<file path="src/rtl/dmem_scheduler.sv">
// Single-port data-memory scheduler: in-order store buffer with drain,
// store-to-load forwarding, and starvation-bounded arbitration between loads and drains.
module dmem_scheduler #(
   parameter int unsigned SB_DEPTH     = 4,
   parameter int unsigned STARVE_LIMIT = 8,
   parameter int unsigned TAG_W        = 6
) (
   input  logic                      i_clk,
   input  logic                      i_reset,
   input  logic                      i_st_valid,
   output logic                      o_st_ready,
   input  logic [31:0]               i_st_addr,
   input  logic [31:0]               i_st_data,
   input  logic                      i_ld_valid,
   output logic                      o_ld_ready,
   input  logic [31:0]               i_ld_addr,
   input  logic [TAG_W-1:0]          i_ld_tag,
   output logic                      o_ld_resp_valid,
   output logic [TAG_W-1:0]          o_ld_resp_tag,
   output logic [31:0]               o_ld_resp_data,
   output logic                      o_ld_resp_fwd,
   output logic [$clog2(SB_DEPTH):0] o_sb_count,
   output logic                      o_sb_empty,
   output logic                      o_mem_read,
   output logic                      o_mem_write,
   output logic [31:0]               o_mem_addr,
   output logic [31:0]               o_mem_wdata,
   input  logic [31:0]               i_mem_rdata
);

   localparam int unsigned PTR_W = $clog2(SB_DEPTH);
   localparam int unsigned CNT_W = PTR_W + 1;
   localparam int unsigned STV_W = $clog2(STARVE_LIMIT + 1);

   typedef struct packed {
      logic [31:0] addr;
      logic [31:0] data;
   } sb_entry_t;

   sb_entry_t        r_sb [SB_DEPTH];
   logic [PTR_W-1:0] r_head;
   logic [PTR_W-1:0] r_tail;
   logic [CNT_W-1:0] r_count;
   logic [STV_W-1:0] r_starve;
   logic             r_resp_valid;
   logic [TAG_W-1:0] r_resp_tag;
   logic [31:0]      r_resp_data;
   logic             r_resp_fwd;

   logic             w_drain_req;
   logic             w_full;
   logic             w_force_drain;
   logic             w_fwd_match;
   logic [31:0]      w_fwd_data;
   logic             w_fwd_hit;
   logic             w_enq;
   logic             w_drain;
   logic             w_mem_ld;
   logic             w_ld_acc;

   assign w_drain_req   = (r_count != '0);
   assign w_full        = (r_count == CNT_W'(SB_DEPTH));
   assign w_force_drain = w_drain_req && (w_full || (r_starve == STV_W'(STARVE_LIMIT)));
   assign o_st_ready    = !i_reset && !w_full;
   assign w_enq         = i_st_valid && o_st_ready;
   assign w_fwd_hit     = i_ld_valid && w_fwd_match;

   // Scan oldest to youngest over occupied slots so the youngest match wins.
   always_comb begin
      w_fwd_match = 1'b0;
      w_fwd_data  = '0;
      for (int unsigned k = 0; k < SB_DEPTH; k++) begin
         if ((CNT_W'(k) < r_count) &&
             (r_sb[r_head + PTR_W'(k)].addr[31:2] == i_ld_addr[31:2])) begin
            w_fwd_match = 1'b1;
            w_fwd_data  = r_sb[r_head + PTR_W'(k)].data;
         end
      end
   end

   // Port arbitration: forwarded loads bypass the port, forced drains beat memory loads.
   always_comb begin
      w_drain  = 1'b0;
      w_mem_ld = 1'b0;
      w_ld_acc = 1'b0;
      if (!i_reset) begin
         if (w_fwd_hit) begin
            w_ld_acc = 1'b1;
            w_drain  = w_drain_req;
         end else if (i_ld_valid && !w_force_drain) begin
            w_ld_acc = 1'b1;
            w_mem_ld = 1'b1;
         end else if (w_drain_req) begin
            w_drain  = 1'b1;
         end
      end
   end

   always_comb begin
      o_ld_ready  = w_ld_acc;
      o_mem_read  = w_mem_ld;
      o_mem_write = w_drain;
      o_mem_addr  = '0;
      o_mem_wdata = '0;
      if (w_mem_ld) begin
         o_mem_addr = i_ld_addr;
      end else if (w_drain) begin
         o_mem_addr  = r_sb[r_head].addr;
         o_mem_wdata = r_sb[r_head].data;
      end
   end

   // Entry storage carries no reset; occupancy is tracked by the pointers and count.
   always_ff @(posedge i_clk) begin
      if (w_enq) begin
         r_sb[r_tail] <= '{addr: i_st_addr, data: i_st_data};
      end
   end

   always_ff @(posedge i_clk) begin
      if (i_reset) begin
         r_head   <= '0;
         r_tail   <= '0;
         r_count  <= '0;
         r_starve <= '0;
      end else begin
         if (w_enq) begin
            r_tail <= r_tail + PTR_W'(1);
         end
         if (w_drain) begin
            r_head <= r_head + PTR_W'(1);
         end
         r_count <= r_count + CNT_W'(w_enq) - CNT_W'(w_drain);
         if (w_drain || !w_drain_req) begin
            r_starve <= '0;
         end else if (w_mem_ld && (r_starve != STV_W'(STARVE_LIMIT))) begin
            r_starve <= r_starve + STV_W'(1);
         end
      end
   end

   always_ff @(posedge i_clk) begin
      if (i_reset) begin
         r_resp_valid <= 1'b0;
         r_resp_tag   <= '0;
         r_resp_data  <= '0;
         r_resp_fwd   <= 1'b0;
      end else if (w_ld_acc) begin
         r_resp_valid <= 1'b1;
         r_resp_tag   <= i_ld_tag;
         r_resp_data  <= w_fwd_hit ? w_fwd_data : i_mem_rdata;
         r_resp_fwd   <= w_fwd_hit;
      end else begin
         r_resp_valid <= 1'b0;
      end
   end

   assign o_ld_resp_valid = r_resp_valid;
   assign o_ld_resp_tag   = r_resp_tag;
   assign o_ld_resp_data  = r_resp_data;
   assign o_ld_resp_fwd   = r_resp_fwd;
   assign o_sb_count      = r_count;
   assign o_sb_empty      = (r_count == '0);

endmodule

</file>
<file path="config.mk">
export PLATFORM = sky130hd
export DESIGN_NAME = dmem_scheduler
export DESIGN_NICKNAME = d
export VERILOG_FILES = /design/src/rtl/dmem_scheduler.sv
export SDC_FILE = /design/constraint.sdc
export NUM_CORES = 1
export LEC_CHECK = 0
export CORE_UTILIZATION = 45
export CTS_CLUSTER_DIAMETER = 50
export DETAILED_ROUTE_END_ITERATION = 8
export HOLD_SLACK_MARGIN = 0.06
export MAX_ROUTING_LAYER = met4
export PLACE_DENSITY = 0.67
export SETUP_SLACK_MARGIN = 0.5
export SLEW_MARGIN = 25
export SYNTH_ARGS = -nofsm -noshare
export SYNTH_HDL_FRONTEND = slang
export SYNTH_SLANG_ARGS = --single-unit
</file>
<file path="constraint.sdc">
create_clock -name i_clk -period 9.5 [get_ports i_clk]
set_input_delay 1.9 -clock i_clk [delete_from_list [all_inputs] [get_ports i_clk]]
set_output_delay 1.9 -clock i_clk [all_outputs]
set_load 0.01 [all_outputs]
</file>
# Word level (Yosys, flattened, before mapping)
# Memories as Yosys holds them, arrays and structs flattened. A register that Yosys moved wholly into a read port is not among the register bits.
# Cells that the tools add are included.
word_totals:
  reg_bits: 51
  ramBits: 256
  out_inout_bits: 112
  wordCells: 73
  n_memories: 1
mem_list:
  columns: ["name", "words", "width", "read_ports", "rd_ports_with_merged_regs", "write_ports", "line_no", "rtl"]
  rows:
  - ["r_sb", 4, 64, 4, 1, 1, "40", "sb_entry_t r_sb [SB_DEPTH];"]
op_classes:
  n_addsub: 7
  n_lt_le_gt_ge: 4
  eq_ne: 7
  n_mux: 27
  n_reduce_logical: 19
op_table:
  columns: ["op", "n"]
  rows:
  - ["32-bit two-way mux", 9]
  - ["30-bit == test", 4]
  - ["1-bit two-way mux", 16]
  - ["1-bit logical AND", 10]
  - ["1-bit by 3-bit less-than comparator with 1-bit output (first input constant)", 2]
  - ["2-bit by 3-bit less-than comparator with 1-bit output (first input constant)", 2]
  - ["2-bit by 1-bit adder with 2-bit output (second input constant)", 2]
  - ["2-bit adder (second input constant)", 2]
  - ["4-bit by 1-bit adder with 4-bit output (second input constant)", 1]
  - ["4-bit == test (second input constant)", 1]
  - ["1-bit logical NOT", 4]
  - ["2-bit two-way mux", 2]
  - ["4-bit inequality test (second input constant)", 1]
  - ["3-bit by 1-bit adder with 3-bit output", 1]
  - ["3-bit == test (second input constant)", 1]
  - ["3-bit logical NOT", 1]
  - ["3-bit nonzero test", 1]
  - ["3-bit by 1-bit subtractor with 3-bit output", 1]
  - ["1-bit logical OR", 2]
  - ["2-bit OR reduction", 1]

# Logic depth before layout (Yosys ltp)
# An unclocked memory read counts as a cell.
logic_depth:
  depth_word: 12
  depth_mapped: 23

# Worst setup path after synthesis
# Ideal clock, no wire load.
synth_timing:
  path_kind: "input -> output"
  from: "input i_ld_addr[5]"
  to: "output o_mem_addr[10]"
  arrival_time_ns: 4.430
  required_ns: 7.600
  setup_slack_ns: 3.170
  cell_stages: 12
  n_path_buf: 3
  cell_sequence: "buf_1 > o21ai_0 > a221o_1 > a2111o_1 > a2111o_1 > o2bb2a_1 > buf_4 > nand4_4 > nand2_4 > inv_2 > buf_6 > a32o_1"
synth_via:
  elab_chain_cells: 11
  elab_cells_between_ends: 19
  cone_classes: "4 x eq/ne; 10 x mux; 5 x reduce/logical"
synth_lines:
  columns: ["item", "line_no", "rtl"]
  rows:
  - ["start, declared", "16", "input logic [31:0] i_ld_addr,"]
  - ["30-bit == test", "74", "(r_sb[r_head + PTR_W'(k)].addr[31:2] == i_ld_addr[31:2])) begin"]
  - ["1-bit logical AND", "73", "if ((CNT_W'(k) < r_count) &&"]
  - ["1-bit two-way mux (3 in a row)", "73", null]
  - ["1-bit two-way mux (*)", "73", null]
  - ["1-bit logical AND (*)", "66", "assign w_fwd_hit = i_ld_valid && w_fwd_match;"]
  - ["1-bit two-way mux (*)", "87", "if (w_fwd_hit) begin"]
  - ["1-bit two-way mux (*)", "86", "if (!i_reset) begin"]
  - ["via o_mem_write", "25", "output logic o_mem_write,"]
  - ["32-bit two-way mux (*)", "107", "end else if (w_drain) begin"]
  - ["32-bit two-way mux (*)", "105", "if (w_mem_ld) begin"]
  - ["end, declared", "26", "output logic [31:0] o_mem_addr,"]
# Mark *: on every way through the listed nets, which the timed path passes. The rest lies on a longest branch.

# Worst setup path after layout
layout_timing:
  from: "input i_ld_addr[8]"
  to: "output o_mem_wdata[22]"
layout_via:
  elab_chain_cells: 11
  elab_cells_between_ends: 19
  cone_classes: "4 x eq/ne; 10 x mux; 5 x reduce/logical"
layout_lines:
  columns: ["item", "line_no", "rtl"]
  rows:
  - ["30-bit == test", "74", null]
  - ["1-bit logical AND", "73", null]
  - ["1-bit two-way mux (3 in a row)", "73", null]
  - ["1-bit two-way mux (*)", "73", null]
  - ["1-bit logical AND (*)", "66", null]
  - ["1-bit two-way mux", "87", null]
  - ["1-bit two-way mux", "86", null]
  - ["32-bit two-way mux", "107", null]
  - ["32-bit two-way mux (*)", "105", null]
  - ["end, declared", "27", "output logic [31:0] o_mem_wdata,"]
# Every way passes the cells marked *; elsewhere a longest branch is shown, timed or not.

==> results by group <==
Route
  • DR vias: 14000
  • DR WL/cell: 25.6 um
  • Post-Route WL: 56600 um
  • ANT nets after route: 0
  • # DRC: 0
  • Avg Vias per Cell: 6.33
  • Iteration-0 DRC Markers: 1323
  • DR pass1 iterations: 5

Logic synthesis
  • Synthesized instance count: 1454
  • Synth Flop Type: edfxtp_1
  • Post-synth cell types: 80
  • Post-synthesis area per instance: 13.2 um2
  • Register area share after synthesis: 0.457
  • EDFF count, synth: 256
  • FF+latch count, synth: 309
  • Mapped Area: 19200 um2
  • Ys async rst share: 0
  • Synth warn: 0
  • Syn_nets: 1603

Clocking
  • Resized Gates After CTS: 0
  • Max Root-Sink Buffers: 3
  • Worst-path clk slew: 0.05 ns
  • Clk sinks: 309
  • CTS root buf: clkbuf_16
  • CTS Buf Count: 42
  • Post-CTS Hold Buffers: 0
  • Clock latency on the worst-skew pair: 0.56 ns
  • CTS tree: done
  • Post-CTS Setup Inserts: 0
  • H-tree Lvls: 2

Hold path
  • HP Class: reg -> reg
  • Hold Path Depth: 1

STA
  • Final Cycle Share: 0.896
  • Clock Skew: 0.0240 ns
  • Final worst path period need: 8.51 ns
  • Max-slew violations: 0
  • Fin. Hold Viols: 0
  • Worst setup margin: 0.993 ns
  • Slew @ Worst Pin: 0.925 ns
  • Slew Limit Headroom: 0.383
  • Final setup TNS: 0 ns
  • Final Setup Violations: 0
  • RSZ-0062 raised after global routing: no
  • Fmax: 118 MHz

Worst setup path
  • WP depth: 12
  • Arr. time, crit path: 6.61 ns
  • R2r worst-path depth: 18
  • Buf/Inv on CP: 4
  • CP cell instances: clkdlybuf4s50_1 > nand2b_1 > o32ai_1 > or4_1 > a2111oi_0 > o2111a_1 > o2bb2a_1 > nand4_4 > buf_4 > buf_4 > and3_1 > clkdlybuf4s50_1
  • CP max stage cell: clkdlybuf4s50_1
  • Slowest stage delay, CP: 0.79 ns
  • Crit path max fanout: 52
  • CP delay by family, top: buffers and inverters
  • CP endpoint kind: primary output
  • Startpoint Class: primary input
  • Crit Path Category: in -> out
  • Crit path required time: 7.60 ns

Global route
  • First-pass GRT wire length: 85600 um
  • Largest net degree at the start of global routing: 127
  • GRT Total Usage: 0.267
  • Initial antenna violation count: 8
  • Vias in the first global route: 13800
  • GRT overflow: 0

Final layout
  • Commonest cells after routing, fill and taps aside: 256 x edfxtp_1, 249 x clkdlybuf4s50_1, 142 x mux2i_1, 132 x mux4_2, 97 x o21ai_0
  • Layout cell share with drive strength beyond 1: 0.193
  • Area Growth Syn to Fin: 21.2%
  • Most common cell after layout, fill and taps aside: edfxtp_1
  • Final Non-Filler Cells: 2212
  • Nets: 1782
  • Fillers: 3402
  • Finished Cell Area: 23200 um2

Place
  • GP Congestion: 0.955
  • Placed cell areas: 21800 um2
  • Port bufs: 249
  • Hpwl dp: 37700 um
  • Placed cell count: 2128
  • Post-place setup slack: 1.14 ns

Die
  • Initial Util: 0.457
  • Io pins: 250
  • Placement Rows: 75
  • Die height: 208 um
  • Die ar.: 43400 um2
  • Die extent in x: 208 um
  • Std-Cell Core Area: 41900 um2

Power and ir drop
  • Worst vdd ir: 0.124 mV
  • Pwr per Cell Area: 232 nW/um2
  • Leakage: 7.44 nW

Run
  • Maxcap violations: 0

Run status
  • Status: completed
-- power breakdown --
group,total [W],internal [W],switching (W)
Combinational,0.00211,0.00105,0.00106
Sequential,0.00174,0.00157,0.000172
Clock,0.00154,0.000945,0.000594
Total,0.00539,0.00356,0.00182
-- per-layer routing --
metal / vias up / track usage / share of wire
met2: 607 / 0.408 / 0.47
met1: 7101 / 0.366 / 0.43
met5: - / - / 0
met4: 0 / 0.0812 / 0.023
li1: 6200 / - / -
met3: 86 / 0.0442 / 0.076
-- cells in the mapped netlist, types with 11 or more instances --
| master | number | area share |
|---|---|---|
| edfxtp_1 | 256 | 0.40 |
| mux2i_1 | 142 | 0.074 |
| mux4_2 | 132 | 0.16 |
| o21ai_0 | 97 | 0.025 |
| nand2_1 | 81 | 0.016 |
| xnor2_1 | 76 | 0.035 |
| clkbuf_1 | 62 | 0.012 |
| nor2_1 | 59 | 0.012 |
| dfxtp_1 | 53 | 0.055 |
| mux2_2 | 38 | 0.022 |
| and3_1 | 37 | 0.012 |
| a22o_1 | 33 | 0.015 |
| a221oi_1 | 32 | 0.015 |
| xor2_1 | 31 | 0.014 |
| o221a_2 | 28 | 0.016 |
| buf_2 | 27 | 0.0071 |
| inv_1 | 25 | 0.0049 |
| o221ai_1 | 21 | 0.0096 |
| buf_1 | 20 | 0.0039 |
| buf_4 | 20 | 0.0078 |
| nand4_1 | 11 | 0.0036 |
-- flip-flops by register name, summed over array words and instances (netlist names), named ones only --
name / count
r_sb: 256
o_ld_resp_data: 32
o_ld_resp_tag: 6
r_starve: 4
o_sb_count: 3
r_head: 2
r_tail: 2
o_ld_resp_fwd: 1
o_ld_resp_valid: 1
-- metrics by stage --
step / utilization / hold WS, ns / total power [W]
global placement: 0.521 / 0.455 / 0.00383
detailed placement: 0.521 / 0.457 / 0.00386
CTS: 0.553 / 0.477 / 0.00540
finish: 0.553 / 0.471 / 0.00539
floorplan: - / 0.472 / 0.00324
global route: 0.553 / 0.500 / 0.00562
-- final cells by class --
cell class | count | area (um2) | area share
antenna | 8 | 20.0 | 0.000862
clock buffer | 50 | 1110 | 0.0479
clock inverter | 26 | 245 | 0.0106
inverter | 26 | 97.6 | 0.00420
multi-input combinational | 977 | 9580 | 0.413
sequential | 309 | 8760 | 0.377
tap | 539 | 674 | 0.0291
timing repair buffer | 277 | 2720 | 0.117
-- worst paths after layout --
path                                  startpoint          endpoint  slack, ns
worst max-delay path                i_ld_addr[8]   o_mem_wdata[22]       0.99
worst min-delay path            o_ld_resp_tag[5]  o_ld_resp_tag[5]       0.47
worst max register to register         r_head[1]     o_sb_count[2]       3.51
worst min register to register  o_ld_resp_tag[5]  o_ld_resp_tag[5]       0.47
-- worst register-to-register path, stage by stage (launching register included) --
cell	delay, ns
dfxtp_4	0.84
buf_4	0.48
mux4_2	0.58
xnor2_1	0.24
nand4_1	0.16
nor4_1	0.69
o2111ai_4	0.20
buf_4	0.37
and2_4	0.32
nand4_4	0.11
nand2_4	0.07
inv_2	0.54
ha_1	0.36
inv_1	0.05
ha_1	0.13
inv_1	0.05
fa_1	0.44
xnor2_1	0.18
nor2_1	0.05
-- kinds of logic after synthesis --
group	synth area share
flip-flops	0.457
AO/OA/AOI/OAI	0.125
adder cells (fa/ha/maj)	0.00758
multiplexers	0.253
XOR/XNOR	0.0489
AND/OR/NAND/NOR	0.0641
buffers and inverters	0.0450
Note: power is estimated with default switching activity, not from simulation.
